==> src/rtl/decode_stage.sv <==
// decode_stage: pipelined accumulator-machine instruction decoder.
// Ports: fetch handshake (in_instr/in_valid/in_ready), datapath status
// (flags, wb_done), registered control bundle (out_valid/out_ready,
// op_class, alu_fn, acc_sel, enables, imm, mem_addr, branch_off) and
// the sticky err_underflow flag.
module decode_stage #(
   parameter int IW      = 18,
   parameter int OPW     = 6,
   parameter int NACC    = 4,
   parameter int AW      = 10,
   parameter int DW      = 8,
   parameter int BRW     = 6,
   parameter int PCW     = 2,
   parameter int FLUSH_N = 1,
   localparam int ACCW   = (NACC > 2) ? $clog2(NACC) : 1
) (
   input  logic              clk,
   input  logic              reset,
   input  logic [IW-1:0]     in_instr,
   input  logic              in_valid,
   output logic              in_ready,
   input  logic [3*NACC-1:0] flags,
   input  logic [NACC-1:0]   wb_done,
   output logic              out_valid,
   input  logic              out_ready,
   output logic [2:0]        op_class,
   output logic [2:0]        alu_fn,
   output logic [ACCW-1:0]   acc_sel,
   output logic              acc_we,
   output logic              wr_enable,
   output logic              src_const,
   output logic              jmp_enable,
   output logic              branch_enable,
   output logic [DW-1:0]     imm,
   output logic [AW-1:0]     mem_addr,
   output logic [BRW-1:0]    branch_off,
   output logic              err_underflow
);

   typedef enum logic [1:0] {S_ACCEPT, S_BR_WAIT, S_FLUSH} state_t;

   typedef struct packed {
      logic            valid;
      logic [2:0]      op_class;
      logic [2:0]      alu_fn;
      logic [ACCW-1:0] acc_sel;
      logic            acc_we;
      logic            wr_enable;
      logic            src_const;
      logic            jmp_enable;
      logic            branch_enable;
      logic [DW-1:0]   imm;
      logic [AW-1:0]   mem_addr;
      logic [BRW-1:0]  branch_off;
   } bundle_t;

   function automatic bundle_t decode(input logic [IW-1:0] w,
                                      input logic [3*NACC-1:0] f);
      bundle_t    b;
      logic [2:0] cls;
      logic [2:0] sub;
      logic [2:0] fl;
      logic       ok;
      b          = '0;
      cls        = w[IW-1 -: 3];
      sub        = w[IW-OPW +: 3];
      ok         = (sub < 3'd6);
      b.valid    = 1'b1;
      b.op_class = cls;
      b.acc_sel  = w[AW +: ACCW];
      b.imm      = w[DW-1:0];
      b.mem_addr = w[AW-1:0];
      b.branch_off = w[BRW-1:0];
      // {z,c,n} of the addressed accumulator
      fl = 3'(f >> (3 * int'(b.acc_sel)));
      unique case (cls)
         3'b001: b.acc_we = 1'b1;
         3'b010: begin
            b.acc_we    = 1'b1;
            b.src_const = 1'b1;
         end
         3'b011: b.wr_enable = 1'b1;
         3'b100: if (ok) begin
            b.acc_we = 1'b1;
            b.alu_fn = sub;
         end
         3'b101: if (ok) begin
            b.acc_we    = 1'b1;
            b.src_const = 1'b1;
            b.alu_fn    = sub;
         end
         3'b110: b.jmp_enable = 1'b1;
         3'b111: begin
            case (sub)
               3'd0:    b.branch_enable = fl[2];
               3'd1:    b.branch_enable = !fl[2];
               3'd2:    b.branch_enable = fl[1];
               3'd3:    b.branch_enable = !fl[1];
               3'd4:    b.branch_enable = fl[0];
               3'd5:    b.branch_enable = !fl[0];
               default: b.branch_enable = 1'b0;
            endcase
         end
         default: ;
      endcase
      return b;
   endfunction

   state_t                    state_q, state_d;
   bundle_t                   bnd_q, bnd_d;
   logic [IW-1:0]             hold_q, hold_d;
   logic [1:0]                fcnt_q, fcnt_d;
   logic [NACC-1:0][PCW-1:0]  pend_q, pend_d;
   logic                      err_q, err_d;

   bundle_t         in_dec;
   bundle_t         hold_dec;
   logic [ACCW-1:0] in_acc;
   logic [ACCW-1:0] hold_acc;
   logic            in_is_br;
   logic            slot_free;
   logic            in_sat;
   logic            accept;
   logic            xfer;
   logic [NACC-1:0] inc;

   assign in_dec    = decode(in_instr, flags);
   assign hold_dec  = decode(hold_q, flags);
   assign in_acc    = in_instr[AW +: ACCW];
   assign hold_acc  = hold_q[AW +: ACCW];
   assign in_is_br  = (in_instr[IW-1 -: 3] == 3'b111)
                    & (in_instr[IW-OPW +: 3] < 3'd6);
   assign slot_free = !bnd_q.valid | out_ready;
   // a writer whose counter is already full must wait for a retire
   assign in_sat    = in_dec.acc_we & (pend_q[in_acc] == '1);
   assign accept    = in_valid & in_ready;

   always_comb begin
      in_ready = 1'b0;
      unique case (state_q)
         S_ACCEPT:  in_ready = slot_free & !in_sat;
         S_BR_WAIT: in_ready = 1'b0;
         S_FLUSH:   in_ready = 1'b1;
         default:   in_ready = 1'b0;
      endcase
   end

   always_comb begin
      state_d = state_q;
      bnd_d   = bnd_q;
      hold_d  = hold_q;
      fcnt_d  = fcnt_q;
      inc     = '0;
      xfer    = 1'b0;
      if (slot_free) bnd_d.valid = 1'b0;
      unique case (state_q)
         S_ACCEPT: if (accept) begin
            if (in_is_br && pend_q[in_acc] != '0) begin
               hold_d  = in_instr;
               state_d = S_BR_WAIT;
            end else begin
               bnd_d = in_dec;
               xfer  = in_dec.jmp_enable | in_dec.branch_enable;
            end
            if (in_dec.acc_we) inc[in_acc] = 1'b1;
         end
         S_BR_WAIT: if (pend_q[hold_acc] == '0 && slot_free) begin
            bnd_d   = hold_dec;
            xfer    = hold_dec.branch_enable;
            state_d = S_ACCEPT;
         end
         S_FLUSH: if (accept) begin
            fcnt_d = fcnt_q - 2'd1;
            if (fcnt_q == 2'd1) state_d = S_ACCEPT;
         end
         default: state_d = S_ACCEPT;
      endcase
      if (xfer && FLUSH_N > 0) begin
         state_d = S_FLUSH;
         fcnt_d  = 2'(FLUSH_N);
      end
   end

   always_comb begin
      pend_d = pend_q;
      err_d  = err_q;
      for (int i = 0; i < NACC; i++) begin
         if (inc[i] && !wb_done[i]) begin
            pend_d[i] = pend_q[i] + PCW'(1);
         end else if (!inc[i] && wb_done[i]) begin
            if (pend_q[i] == '0) err_d = 1'b1;
            else pend_d[i] = pend_q[i] - PCW'(1);
         end
      end
   end

   always_ff @(posedge clk) begin
      if (!reset) begin
         state_q <= S_ACCEPT;
         bnd_q   <= '0;
         hold_q  <= '0;
         fcnt_q  <= '0;
         pend_q  <= '0;
         err_q   <= 1'b0;
      end else begin
         state_q <= state_d;
         bnd_q   <= bnd_d;
         hold_q  <= hold_d;
         fcnt_q  <= fcnt_d;
         pend_q  <= pend_d;
         err_q   <= err_d;
      end
   end

   assign out_valid     = bnd_q.valid;
   assign op_class      = bnd_q.op_class;
   assign alu_fn        = bnd_q.alu_fn;
   assign acc_sel       = bnd_q.acc_sel;
   assign acc_we        = bnd_q.acc_we;
   assign wr_enable     = bnd_q.wr_enable;
   assign src_const     = bnd_q.src_const;
   assign jmp_enable    = bnd_q.jmp_enable;
   assign branch_enable = bnd_q.branch_enable;
   assign imm           = bnd_q.imm;
   assign mem_addr      = bnd_q.mem_addr;
   assign branch_off    = bnd_q.branch_off;
   assign err_underflow = err_q;

endmodule

==> config.mk <==
export PLATFORM = sky130hd
export DESIGN_NAME = decode_stage
export DESIGN_NICKNAME = d
export VERILOG_FILES = /design/src/rtl/decode_stage.sv
export SDC_FILE = /design/constraint.sdc
export NUM_CORES = 1
export LEC_CHECK = 0
export BUFFER_PORTS_ARGS = -buffer_cell sky130_fd_sc_hd__buf_4
export CAP_MARGIN = 20
export CORE_UTILIZATION = 53
export CTS_BUF_LIST = sky130_fd_sc_hd__clkbuf_16
export DETAILED_ROUTE_END_ITERATION = 10
export GPL_TIMING_DRIVEN = 1
export PLACE_DENSITY = 0.81
export SETUP_SLACK_MARGIN = 0.02
export SYNTH_ARGS = -nofsm -noshare
export SYNTH_HDL_FRONTEND = slang
export SYNTH_SLANG_ARGS = --single-unit
==> constraint.sdc <==
create_clock -name clk -period 3.36 [get_ports clk]
set_input_delay 0.336 -clock clk [delete_from_list [all_inputs] [get_ports clk]]
set_output_delay 0.336 -clock clk [all_outputs]
set_load 0.05 [all_outputs]
==> flow_summary.ini, run 1 <==
[timing]
hold_violations = 0
post-route-period-util_pct = 82.95
rsz0062_at_grt = false
worst_pin_slew_ps = 548.7
fin_skew_ps = 7.013
setup_viol_count_final = 0
fin_ws_ps = 572.7
fmax_mhz = 358.8
finalSetupTns_ps = 0
slew_headroom_pct = 63.42
drv_slew = 0
min_period_ps = 2787

[synth]
yosysSeqAreaShare_pct = 35.56
synth_nets = 400
synth-async-reset-ratio_pct = 0
synth.distinct_cells = 55
synth-compound-area-share_pct = 18.18
avgSynthCellArea_um2 = 8.773
synth_top_family_by_area = simple AND/OR/NAND/NOR gates
synth_most_common_cell = dfxtp_1
synthSimpleGateAreaFrac_pct = 20.32
synth_xor_area_share_pct = 1.414
synth-seq-cells = 55
netlist_top_cells_count = dfxtp_1 (55), a21oi_1 (36), nand2_1 (34)
synth_ff_type = dfxtp_1
muxShareOfSynthArea_pct = 12.00
syn_area_mm2 = 0.003097
yosys_warnings = 0
synthAdderAreaFrac_pct = 3.636
yosys.area.top_type = dfxtp_1
yosysTopAreaCellShare_pct = 35.56
netlist_instances = 353
synth-edff-count = 0
ys_top_cells_by_area = dfxtp_1 (36%), mux2i_1 (6.8%), a21oi_1 (5.8%)

[worst_hold_path]
hp-class = primary input to flop

[clock_tree]
cts_tree = done
clk_pin_slew_ps = 70
clk_latency_ps = 300
htree_levels = 2
cts_num_sinks = 55
cts.repair.resized = 0
cts_setup_buffers = 0
clock-root-buffer = clkbuf_16
cts_buffers = 5
clockBufferDepth = 2
cts-hold-fix-buffers = 0

[floorplanning]
fp.dieH_um = 78.44
initial_core_util_pct = 55.56
dieWidth_um = 78.44
die-area_mm2 = 0.006153
coreArea_mm2 = 0.005574
io_pins = 78
rows = 27

[place]
post-place-ws_ps = 431.7
globalplace.congestion = 0.9033
io_buffer_count = 77
dpl-instance-area_mm2 = 0.003577
post-place-cells = 471
dp.final_hpwl_mm = 5.346

[drt]
via_per_inst = 5.762
ant_nets = 0
wl_per_cell_um = 15.56
drc = 0
drt-initial-drc-count = 228
first_pass_iters = 4
routed_wl_mm = 7.451
routed-via-count = 2760

[worst_setup_path]
r2r_setup_slack_ps = 570
end_kind = flop
cp_data_required_time_ps = 3590
cp-start-kind = flop
crit_fanout = 7
path_class = flop to flop
arrival_ps = 3020

[pwr]
peakVddDrop_mv = 0.2551
leakage_nw = 1.618
power_density_mw_per_mm2 = 408.0

[finish]
area_growth_pct = 20.20
layout.nets = 453
n_antenna_cell = 0
stdcell_count = 479
finish.instance_area_mm2 = 0.003722
drive_above_1_share_pct = 25.31

[global_routing]
grt_use_met2_pct = 43.33
busiest_layer = met2
grt-ovfl-total = 0
grt_antenna_before_repair = 0
grt_pass1_wl_mm = 11.88
first_global_vias = 2597
grtUsageMet1_pct = 29.08
grt_max_degree = 53
grt_use_met3_pct = 4.884
grtUsageTotal_pct = 24.72

[flow_run]
maxCapViolCount = 0

[outcome]
status = complete, no violations
## power by group
part           switching, W  internal [W]  leakage (nW)
sequential        0.0000143      0.000670         0.447
combinational      0.000198      0.000114          1.10
clock              0.000246      0.000277        0.0716
total              0.000458       0.00106          1.62
## critical path, stage by stage, from the launching register on
cell	delay, ps
dfxtp_1	390
mux4_1	580
and2_4	190
a21oi_4	240
nand2_2	130
or3_1	380
inv_2	60
ha_1	250
nor3b_1	230
o21ai_0	130
a21oi_1	140
## cell usage in the layout (no fill, tap or decap), drive strengths merged, types with 2 or more instances in the layout
cell,count
o21ai,13
xnor2,4
a211oi,3
o211a,2
and2,5
mux2i,21
nor4,3
o22ai,2
a22oi,15
nor3,4
mux4,7
clkbuf,5
nor2,31
nand4b,2
or3,2
a31oi,7
o31a,2
nand2b,6
nor3b,5
o21a,2
nand3,5
ha,9
nor4b,2
a21oi,37
nor2b,11
nand4,3
nand2,36
and3,2
dfxtp,55
inv,14
buf,80
## registers in the layout, indices dropped and copies added, names as in the netlist, 2 cells and up
signal,flops
acc_sel,2
fcnt_q,2
hold_q,18
alu_fn,3
pend_q,8
mem_addr,3
imm,7
op_class,3
state_q,2
## final timing paths
check / startpoint / end / cells past startpoint
hold / removal: in_instr[3] / hold_q[3] / 3
setup reg to reg: pend_q[4] / pend_q[1] / 10
setup / recovery: pend_q[4] / pend_q[1] / 10
hold reg to reg: alu_fn[2] / alu_fn[2] / 2
## layout make-up
| type | instances | area [um2] |
|---|---|---|
| inverter | 13 | 48.80 |
| tap | 72 | 90.09 |
| clock inverter | 3 | 20.02 |
| clock buffer | 5 | 125.1 |
| fill | 492 | 1852 |
| sequential | 55 | 1101 |
| timing repair buffer | 80 | 600.6 |
| multi-input combinational | 251 | 1737 |
## through the flow
stage | hold slack (ps) | utilization (%) | power (W)
CTS | 282.4 | 66.78 | 0.001529
global route | 294.0 | 66.78 | 0.001576
global placement | 442.3 | 64.18 | 0.001005
finish | 278.6 | 66.78 | 0.001519
floorplan | 453.5 | - | 0.0009210
detailed placement | 447.1 | 64.18 | 0.001011
## layer usage
metal,up-vias,wire [um]
li1,1350,-
met1,1273,2998
met2,117,3739
met3,20,491
met4,0,221
met5,-,0
## cells by family after synthesis
logic type,after synthesis
and+or+nand+nor,121
buffers and inverters,47
AOI/OAI and AO/OA,88
DFF,55
xor gates and xnor gates,5
muxes,28
adders and majority gates,9
No activity file was read; power rests on OpenSTA's default activity.
==> run 2, diff against run 1 <==
ABC_AREA = 1   (was not set)
CORE_UTILIZATION = 54   (was 53)
clock period = 2.9 ns   (was 3.36 ns; I/O delays follow)
==> flow_summary.ini, run 2 <==
[outcome]
status = complete, no violations

[global_routing]
grt_pass1_wl_mm = 13.95
grt_antenna_before_repair = 0
grtUsageTotal_pct = 28.14
grt-ovfl-total = 0
first_global_vias = 3065
grt_max_degree = 35

[synth]
yosys.area.top_type = dfxtp_1
yosysTopAreaCellShare_pct = 33.05
synth-async-reset-ratio_pct = 0
syn_area_mm2 = 0.003332
netlist_top_cells_count = nand2_1 (127), inv_1 (61), nor2_1 (58)
avgSynthCellArea_um2 = 6.546
synth_most_common_cell = nand2_1
synth-edff-count = 0
ys_top_cells_by_area = dfxtp_1 (33%), nand2_1 (14%), inv_1 (6.9%)
synth_ff_type = dfxtp_1
synth.distinct_cells = 37
yosysSeqAreaShare_pct = 33.05
synth-seq-cells = 55
yosys_warnings = 0
synth_nets = 556
netlist_instances = 509

[place]
globalplace.congestion = 0.9116
dp.final_hpwl_mm = 6.425
io_buffer_count = 77
post-place-ws_ps = 141.8

[drt]
drc = 0
wl_per_cell_um = 14.04
routed_wl_mm = 8.972
ant_nets = 0
drt-initial-drc-count = 293
routed-via-count = 3551
first_pass_iters = 5
via_per_inst = 5.557

[timing]
min_period_ps = 2617
fmax_mhz = 382.2
setup_viol_count_final = 0
worst_pin_slew_ps = 669.1
slew_headroom_pct = 55.22
drv_slew = 0
fin_skew_ps = 3.257
rsz0062_at_grt = false
hold_violations = 0
fin_ws_ps = 283.5
finalSetupTns_ps = 0
post-route-period-util_pct = 90.23

[floorplanning]
die-area_mm2 = 0.006488
fp.dieH_um = 80.55
dieWidth_um = 80.55
coreArea_mm2 = 0.005921
rows = 28
io_pins = 78
initial_core_util_pct = 56.28

[clock_tree]
cts_buffers = 5
cts_tree = done
cts_setup_buffers = 0
htree_levels = 2
cts.repair.resized = 0
cts-hold-fix-buffers = 0
clk_pin_slew_ps = 70
clock-root-buffer = clkbuf_16
clk_latency_ps = 300
clockBufferDepth = 2
cts_num_sinks = 55

[worst_setup_path]
arrival_ps = 2790
end_kind = flop
crit_fanout = 5
cp-start-kind = flop
path_class = flop to flop
cp_data_required_time_ps = 3070

[pwr]
peakVddDrop_mv = 0.3241
p_switching_w = 0.0005821
power_density_mw_per_mm2 = 480.7
leakage_nw = 1.821
pwr-share-seq_pct = 42.0
power_frac_comb_pct = 22.2
cellInternalPower_w = 0.001317
p_clk_share_pct = 35.8
switching_share_pct = 30.65

[finish]
area_growth_pct = 18.59
layout.nets = 611
drive_above_1_share_pct = 18.79
n_antenna_cell = 0
final_cell_mix = nand2_1 (127), buf_4 (80), inv_1 (61)
final_common_cell = nand2_1
largest_register = hold_q
n_fill_cell = 538
post-route-util_pct = 66.74
largest_register_ffs = 18

[flow_run]
maxCapViolCount = 0

[worst_hold_path]
hp-class = primary input to flop
run 2: cell types whose count changed after synthesis, moves of 6 or more:
cell,delta
a21oi_1,+8
a22oi_1,-13
inv_1,+50
mux2i_1,-21
mux4_2,-6
nand2_1,+93
nand2b_1,-6
nand3_1,+23
nor2_1,+28
nor2b_1,-11
o21ai_0,+21
run 2: final cells by class:
type	count	area [um2]	area share, %
clock buffers	5	125.1	3.167
inverters	67	251.5	6.365
clock inverters	2	37.54	0.9500
flip-flops and latches	55	1101	27.87
repair buffers	80	600.6	15.20
well taps	75	93.84	2.375
multi-input cells	355	1742	44.08
run 2: worst max-delay path, cell delays in order (launching register included):
cell and delay [ps]:
dfxtp_1 390, inv_1 100, o21ai_0 160, nand2_1 80, nand2_1 70, nand3_1 60
nand2_1 70, nand2_2 80, nand2_4 90, inv_2 70, nand3_1 210, nor2_1 100
ha_1 300, inv_1 60, nand2_1 50, inv_1 50, or2_2 270, a211oi_1 210
a211oi_1 70
run 2: power by group through the flow:
stage | clock, W | sequential [W] | combinational (W)
after floorplan | 0 | 0.000884 | 0.000234
after global placement | 0 | 0.000813 | 0.000412
after detailed placement | 0 | 0.000815 | 0.000417
after CTS | 0.000682 | 0.000798 | 0.000419
after global routing | 0.000710 | 0.000801 | 0.000455
final | 0.000680 | 0.000798 | 0.000422
run 2: worst paths after layout:
| kind | to | cells past startpoint | slack [ps] | startpoint |
|---|---|---|---|---|
| worst max register to register | pend_q[1] | 18 | 280 | pend_q[1] |
| worst min register to register | hold_q[2] | 2 | 450 | hold_q[2] |
| worst max-delay path | pend_q[1] | 18 | 280 | pend_q[1] |
| worst min-delay path | hold_q[8] | 3 | 270 | in_instr[8] |
run 2: layer usage:
layer	wire (um)	up-vias	global-route usage, %
li1	-	1740	-
met1	3672	1594	35.20
met2	4222	189	46.02
met3	794	28	6.932
met4	283	0	11.07
met5	0	-	0
run 2: cells by family (layout without fill, tap and decap cells):
logic type               count (synthesis)  after routing  synth area share, %
AND/OR/NAND/NOR                        240            240                31.02
adder cells (fa/ha/maj)                  9              9                3.380
flip-flops                              55             55                33.05
XOR/XNOR                                 1              1               0.2629
AO/OA/AOI/OAI                          105            105                17.61
buffers and inverters                   99            154                14.68
run 2: through the flow:
stage / hold slack, ps / cells / area (um2) / power, W
floorplan: 424.6 / 509 / 3332 / 0.001118
CTS: 277.4 / 639 / 3951 / 0.001899
global placement: 431.4 / 632 / 3789 / 0.001225
global route: 287.8 / 639 / 3951 / 0.001966
finish: 268.2 / 639 / 3951 / 0.001899
detailed placement: 437.7 / 632 / 3789 / 0.001232
